## src/rtl/bpred_pkg.sv

```systemverilog
// Shared types and constants for the branch-direction predictor.
//   ctr2_t        : 2-bit saturating direction counter with SN/WN/WT/ST encodings
//   bpred_state_t : table initialisation FSM states
//   CTR_RESET     : counter value written to every entry by the init walk
package bpred_pkg;

  typedef logic [1:0] ctr2_t;

  localparam ctr2_t SN = 2'b00;  // strongly not-taken
  localparam ctr2_t WN = 2'b01;  // weakly not-taken
  localparam ctr2_t WT = 2'b10;  // weakly taken
  localparam ctr2_t ST = 2'b11;  // strongly taken

  typedef enum logic {
    INIT = 1'b0,
    RUN  = 1'b1
  } bpred_state_t;

  localparam ctr2_t CTR_RESET = WN;

endpackage

```

## src/rtl/bpred_sat_ctr.sv

```systemverilog
// Combinational next-state for a 2-bit saturating direction counter.
// Ports:
//   cur   in  : current counter value
//   taken in  : resolved branch outcome (1 = count up, 0 = count down)
//   nxt   out : trained counter value, clamped at SN and ST
module bpred_sat_ctr
  import bpred_pkg::*;
(
  input  ctr2_t cur,
  input  logic  taken,
  output ctr2_t nxt
);

  always_comb begin
    nxt = cur;
    if (taken) begin
      if (cur != ST) nxt = cur + 2'd1;
    end else begin
      if (cur != SN) nxt = cur - 2'd1;
    end
  end

endmodule

```

## src/rtl/branch_predictor.sv

```systemverilog
// Dynamic branch-direction predictor: table of 2-bit saturating counters indexed
// by pc[IDX_BITS+1:2], with an optional direct-mapped BTB.
// After every reset an init walk writes one entry per cycle; predictions and
// training are suppressed until the walk finishes (ready = 1).
// Optional feature macro: BRANCH_PREDICTOR_BTB_EN (adds valid/tag/target per entry).
// Ports:
//   clk, rst              : clock, synchronous active-high reset
//   lookup_pc             : fetch PC, predicted combinationally
//   pred_taken/hit/target : prediction outputs (all 0 while not ready)
//   upd_valid/pc/taken/target : resolved branch for training
//   ready                 : table initialised
module branch_predictor
  import bpred_pkg::*;
#(
  parameter int unsigned IDX_BITS = 6
) (
  input  logic        clk,
  input  logic        rst,
  input  logic [31:0] lookup_pc,
  output logic        pred_taken,
  output logic        pred_hit,
  output logic [31:0] pred_target,
  input  logic        upd_valid,
  input  logic [31:0] upd_pc,
  input  logic        upd_taken,
  input  logic [31:0] upd_target,
  output logic        ready
);

  localparam int unsigned ENTRIES  = 2 ** IDX_BITS;
  localparam int unsigned TAG_BITS = 30 - IDX_BITS;
  localparam logic [IDX_BITS-1:0] LAST_IDX = IDX_BITS'(ENTRIES - 1);

  bpred_state_t        state_q, state_d;
  logic [IDX_BITS-1:0] init_idx_q, init_idx_d;

  ctr2_t ctr_q [ENTRIES];

  logic [IDX_BITS-1:0] lk_idx, up_idx;
  ctr2_t               up_ctr_nxt;
  logic                upd_live;

  logic                wr_en;
  logic [IDX_BITS-1:0] wr_idx;
  ctr2_t               wr_ctr;

  assign lk_idx   = lookup_pc[IDX_BITS+1:2];
  assign up_idx   = upd_pc[IDX_BITS+1:2];
  assign ready    = (state_q == RUN);
  assign upd_live = ready && upd_valid;

  // FSM
  always_ff @(posedge clk) begin
    if (rst) begin
      state_q    <= INIT;
      init_idx_q <= '0;
    end else begin
      state_q    <= state_d;
      init_idx_q <= init_idx_d;
    end
  end

  always_comb begin
    state_d    = state_q;
    init_idx_d = init_idx_q;
    unique case (state_q)
      INIT: begin
        init_idx_d = init_idx_q + 1'b1;
        if (init_idx_q == LAST_IDX) state_d = RUN;
      end
      RUN: ;
    endcase
  end

  // Counter table: one write port shared by the init walk and training
  bpred_sat_ctr u_sat_ctr (
    .cur   (ctr_q[up_idx]),
    .taken (upd_taken),
    .nxt   (up_ctr_nxt)
  );

  always_comb begin
    wr_en  = 1'b0;
    wr_idx = init_idx_q;
    wr_ctr = CTR_RESET;
    if (!rst) begin
      if (state_q == INIT) begin
        wr_en = 1'b1;
      end else if (upd_live) begin
        wr_en  = 1'b1;
        wr_idx = up_idx;
        wr_ctr = up_ctr_nxt;
      end
    end
  end

  always_ff @(posedge clk) begin
    if (wr_en) ctr_q[wr_idx] <= wr_ctr;
  end

`ifdef BRANCH_PREDICTOR_BTB_EN
  logic                btb_valid_q  [ENTRIES];
  logic [TAG_BITS-1:0] btb_tag_q    [ENTRIES];
  logic [29:0]         btb_target_q [ENTRIES];

  // Only taken outcomes allocate; not-taken training leaves the BTB alone.
  always_ff @(posedge clk) begin
    if (!rst) begin
      if (state_q == INIT) begin
        btb_valid_q[init_idx_q] <= 1'b0;
      end else if (upd_live && upd_taken) begin
        btb_valid_q[up_idx]  <= 1'b1;
        btb_tag_q[up_idx]    <= upd_pc[31:IDX_BITS+2];
        btb_target_q[up_idx] <= upd_target[31:2];
      end
    end
  end

  always_comb begin
    pred_hit    = ready && btb_valid_q[lk_idx] &&
                  (btb_tag_q[lk_idx] == lookup_pc[31:IDX_BITS+2]);
    pred_taken  = pred_hit && ctr_q[lk_idx][1];
    pred_target = pred_hit ? {btb_target_q[lk_idx], 2'b00} : 32'd0;
  end

  logic unused_bits;
  assign unused_bits = ^{lookup_pc[1:0], upd_pc[1:0], upd_target[1:0]};
`else
  always_comb begin
    pred_hit    = ready;
    pred_taken  = ready && ctr_q[lk_idx][1];
    pred_target = 32'd0;
  end

  logic unused_bits;
  assign unused_bits = ^{lookup_pc[31:IDX_BITS+2], lookup_pc[1:0], upd_pc[31:IDX_BITS+2],
                         upd_pc[1:0], upd_target, TAG_BITS[0]};
`endif

endmodule

```

## config.mk

```make
export PLATFORM = sky130hd
export DESIGN_NAME = branch_predictor
export DESIGN_NICKNAME = d
export VERILOG_FILES = /design/src/rtl/bpred_pkg.sv /design/src/rtl/bpred_sat_ctr.sv /design/src/rtl/branch_predictor.sv
export SDC_FILE = /design/constraint.sdc
export NUM_CORES = 1
export LEC_CHECK = 0
export CAP_MARGIN = 20
export CORE_ASPECT_RATIO = 1.25
export CORE_UTILIZATION = 50
export CTS_CLUSTER_DIAMETER = 120
export DETAILED_ROUTE_END_ITERATION = 10
export PLACE_DENSITY_LB_ADDON = 0.15
export SLEW_MARGIN = 5
export SYNTH_ARGS = -nofsm -noshare
export SYNTH_HDL_FRONTEND = slang
export SYNTH_HIERARCHICAL = 1
export SYNTH_SLANG_ARGS = --single-unit
export TNS_END_PERCENT = 50
```

## constraint.sdc

```tcl
create_clock -name clk -period 4.2 [get_ports clk]
set_input_delay 0.42 -clock clk [delete_from_list [all_inputs] [get_ports clk]]
set_output_delay 0.42 -clock clk [all_outputs]
set_load 0.01 [all_outputs]
```

==> reports/qor.csv <==
stage,metric,value,unit
global_route,antenna_found_initial,0,
setup_path,critPathLaunchType,input port,
setup_path,crit_fanout,9,
clocking,cts-root-buf,clkbuf_16,
global_route,globalRouteOverflowTotal,0,
clocking,clock_latency,0.42,ns
setup_path,critPathArrivalTime,3.22,ns
final_layout,fin_cells,654,
setup_path,setup.worst_path.class,input port to output pin,
timing,fin_skew,0.01176,ns
setup_path,crit_family,buffers and inverters,
logic_synthesis,synth-async-reset-ratio,0,
clocking,post_cts_buffers,0,
clocking,path_clk_slew,0.05,ns
final_layout,num-nets-final,574,
timing,setup_viol,0,
logic_synthesis,synth_seq_cells,135,
floorplanning,rows,46,
logic_synthesis,yosysWarnings,6,
setup_path,crit_path_cell_trace,"clkdlybuf4s50_1, mux4_2, mux2i_1, mux2i_1, a21oi_1, o32ai_1, clkdlybuf4s50_1",
route,route.detailed.wl_per_inst,22.56,um
final_layout,ff_latch_area,3984,um2
worst_hold_path,min_path_type,flop to flop,
timing,fmax,0.2747,GHz
clocking,ctsHoldBuffers,0,
logic_synthesis,synth_area,6614,um2
floorplanning,ios,135,
global_route,grt_most_used_layer,met2,
global_route,grt_max_degree,65,
timing,worst_pin_slew,0.7320,ns
logic_synthesis,ys.flop_type,edfxtp_1,
pwr,p_leak,2.648,nW
timing,fin_hold_ws,0.5730,ns
placed_design,portBuffers,18,
floorplanning,start_util,0.5176,
logic_synthesis,synth_cell_types,49,
setup_path,cpMaxStageDelayCell,clkdlybuf4s50_1,
setup_path,required,3.78,ns
global_route,grtUsageMet3,0.04911,
floorplanning,die_x,104.9,um
logic_synthesis,synth_edf_count,128,
route,initialDrtViolationCount,260,
logic_synthesis,avgSynthCellArea,14.70,um2
timing,period_needed,3.641,ns
route,dr.pass1.iters,5,
timing,hold_viol,0,
pwr,ir_worst_vdd,0.0002027,V
global_route,global_route.usage.met2,0.3888,
timing,period_share,0.8669,
final_layout,diodes,0,
clocking,postCtsResizedCells,0,
pwr,finalPower,3.177,mW
placed_design,placed_cells_incl_taps,621,
route,ant_nets,0,
timing,final_max_slew_viol_count,0,
logic_synthesis,syn_inst,450,
global_route,grt_pass1_vias,3963,
setup_path,crit_buf_inv,2,
global_route,grt_pass1_wl,22760,um
placed_design,dpl.hpwl,9776,um
final_layout,utilization,0.5864,
clocking,htreeDepth,4,
clocking,numCtsBuffers,17,
global_route,grt_use_met1,0.2994,
run,maxCapViolCount,0,
route,drc,0,
clocking,cts_tree,built,
pwr,p_per_area,424.1,nW/um2
final_layout,drive_above_1_share,0.1975,
status,status,"finished, final reports clean",
final_layout,syn_to_final_growth,13.28,%
floorplanning,die_height,130.6,um
clocking,clk_path_buf_depth,2,
timing,rsz0062_at_grt,false,
final_layout,multi_input_area,2360,um2
floorplanning,fp.dieArea,13690,um2
global_route,track_usage,0.2361,
logic_synthesis,yosysSeqAreaShare,0.6023,
route,wl,14760,um
placed_design,gp_congestion,0.8368,
clocking,cts_num_sinks,135,
final_layout,fillCellCount,1007,
floorplanning,coreArea,12780,um2
setup_path,worst_setup_path_end_kind,output pin,
setup_path,cpPeakStageDelay,0.94,ns
route,viasPerCell,6.078,
timing,fin_setup_tns,0,ns
route,vias,3975,
timing,slew-limit-headroom,0.5105,
==> layer usage <==
| layer | vias to the layer above | routed length [um] | part of all wire |
|---|---|---|---|
| met3 | 36 | 850 | 0.058 |
| met5 | - | 0 | 0 |
| met2 | 181 | 7510 | 0.51 |
| met1 | 2018 | 5942 | 0.40 |
| met4 | 0 | 454 | 0.031 |
| li1 | 1740 | - | - |
==> where the power goes <==
| part | switching, mW | total [mW] | internal (mW) | leakage (nW) |
|---|---|---|---|---|
| Sequential | 0.00576 | 1.46 | 1.46 | 1.44 |
| Clock | 0.543 | 1.53 | 0.986 | 0.297 |
| Combinational | 0.110 | 0.186 | 0.0759 | 0.916 |
| Total | 0.659 | 3.18 | 2.52 | 2.65 |
==> path summary, 6_finish.rpt <==
kind	from	to	slack (ns)	depth (start not counted)
worst max-delay path	lookup_pc[3]	pred_taken	0.56	7
worst min-delay path	init_idx_q[5]$_SDFFE_PP0N_	init_idx_q[5]$_SDFFE_PP0N_	0.57	2
worst max register to register	ctr_q[6][1]$_DFFE_PP_	ctr_q[49][1]$_DFFE_PP_	1.21	8
worst min register to register	init_idx_q[5]$_SDFFE_PP0N_	init_idx_q[5]$_SDFFE_PP0N_	0.57	2
==> cell type report <==
type	instances	area share
Multi-Input combinational cell	284	0.3150
Sequential cell	135	0.5317
Clock inverter	14	0.02405
Tap cell	168	0.02806
Timing Repair Buffer	30	0.04142
Clock buffer	18	0.05728
Inverter	5	0.002505
==> layout by cell type, fill, tap and decap left out, drive strengths merged, types with 2 or more instances in the layout <==
| master | instances |
|---|---|
| nor2b | 2 |
| a22o | 2 |
| clkinv | 8 |
| clkbuf | 18 |
| o21a | 2 |
| and2 | 3 |
| or3 | 2 |
| conb | 32 |
| nor2 | 74 |
| nand2 | 23 |
| nand4 | 2 |
| o21ai | 7 |
| mux4 | 48 |
| nand2b | 8 |
| dfxtp | 7 |
| o22ai | 4 |
| maj3 | 2 |
| o31ai | 2 |
| clkdlybuf4s50 | 17 |
| o221ai | 4 |
| buf | 13 |
| nand3 | 13 |
| edfxtp | 128 |
| nor3 | 4 |
| a22oi | 2 |
| bufinv | 4 |
| nand3b | 6 |
| xor2 | 3 |
| or2 | 3 |
| a2111oi | 2 |
| a31oi | 6 |
| a21oi | 6 |
| mux2i | 10 |
| inv | 6 |
==> through the flow <==
stage          setup slack [ns]  area (um2)
6_report                 0.5592        7492
5_1_grt                  0.4723        7492
4_1_cts                  0.5916        7465
3_5_place_dp             0.5267        6855
3_3_place_gp             0.5775        6855
2_1_floorplan            0.9207        6730
==> worst register-to-register path: stages, from the launching register on <==
cell       delay [ns]
edfxtp_1         0.39
mux4_1           0.49
and2_1           0.18
a2111oi_0        0.37
nor3_1           0.10
a22o_1           0.25
maj3_2           0.30
and2_2           0.37
buf_16           0.26
==> cells by family after synthesis <==
logic type,count (synthesis),share of synthesized area
and+or+nand+nor,142,0.09648
DFF,135,0.6023
buffers and inverters,62,0.05902
muxes,59,0.1826
AOI/OAI and AO/OA,44,0.04843
xor gates and xnor gates,4,0.005298
adders and majority gates,3,0.005296
other,1,0.0005670
==> Yosys cell counts (2+ instances only) <==
cell | instances | area, um2
dfxtp_1 | 7 | 140.1
buf_4 | 36 | 270.3
nor2_1 | 74 | 277.8
nand2b_1 | 8 | 50.05
maj3_2 | 2 | 22.52
nand3b_1 | 6 | 45.04
mux4_2 | 44 | 991.0
or3_1 | 2 | 12.51
nand3_1 | 13 | 65.06
o21a_1 | 2 | 15.01
nor3_1 | 4 | 20.02
o221ai_1 | 4 | 35.03
a31oi_1 | 6 | 37.54
or2_2 | 3 | 18.77
buf_6 | 2 | 22.52
buf_2 | 6 | 30.03
o21ai_0 | 7 | 35.03
and2_1 | 2 | 12.51
o31ai_1 | 2 | 15.01
mux2i_1 | 10 | 100.1
a22o_1 | 2 | 17.52
a22oi_1 | 2 | 15.01
inv_1 | 5 | 18.77
edfxtp_1 | 128 | 3844
o22ai_1 | 4 | 25.02
nand2_1 | 23 | 86.33
a21oi_1 | 6 | 30.03
xor2_1 | 3 | 26.28
clkbuf_1 | 11 | 41.29
mux4_1 | 4 | 105.1
nor2b_1 | 2 | 12.51
nand4_1 | 2 | 12.51
buf_1 | 2 | 7.510
==> sequential cells by signal, indices dropped and copies added (netlist names) <==
| register | flops |
|---|---|
| pred_hit | 1 |
| ctr_q | 128 |
| init_idx_q | 6 |
Power figures use the tool's default switching activity.
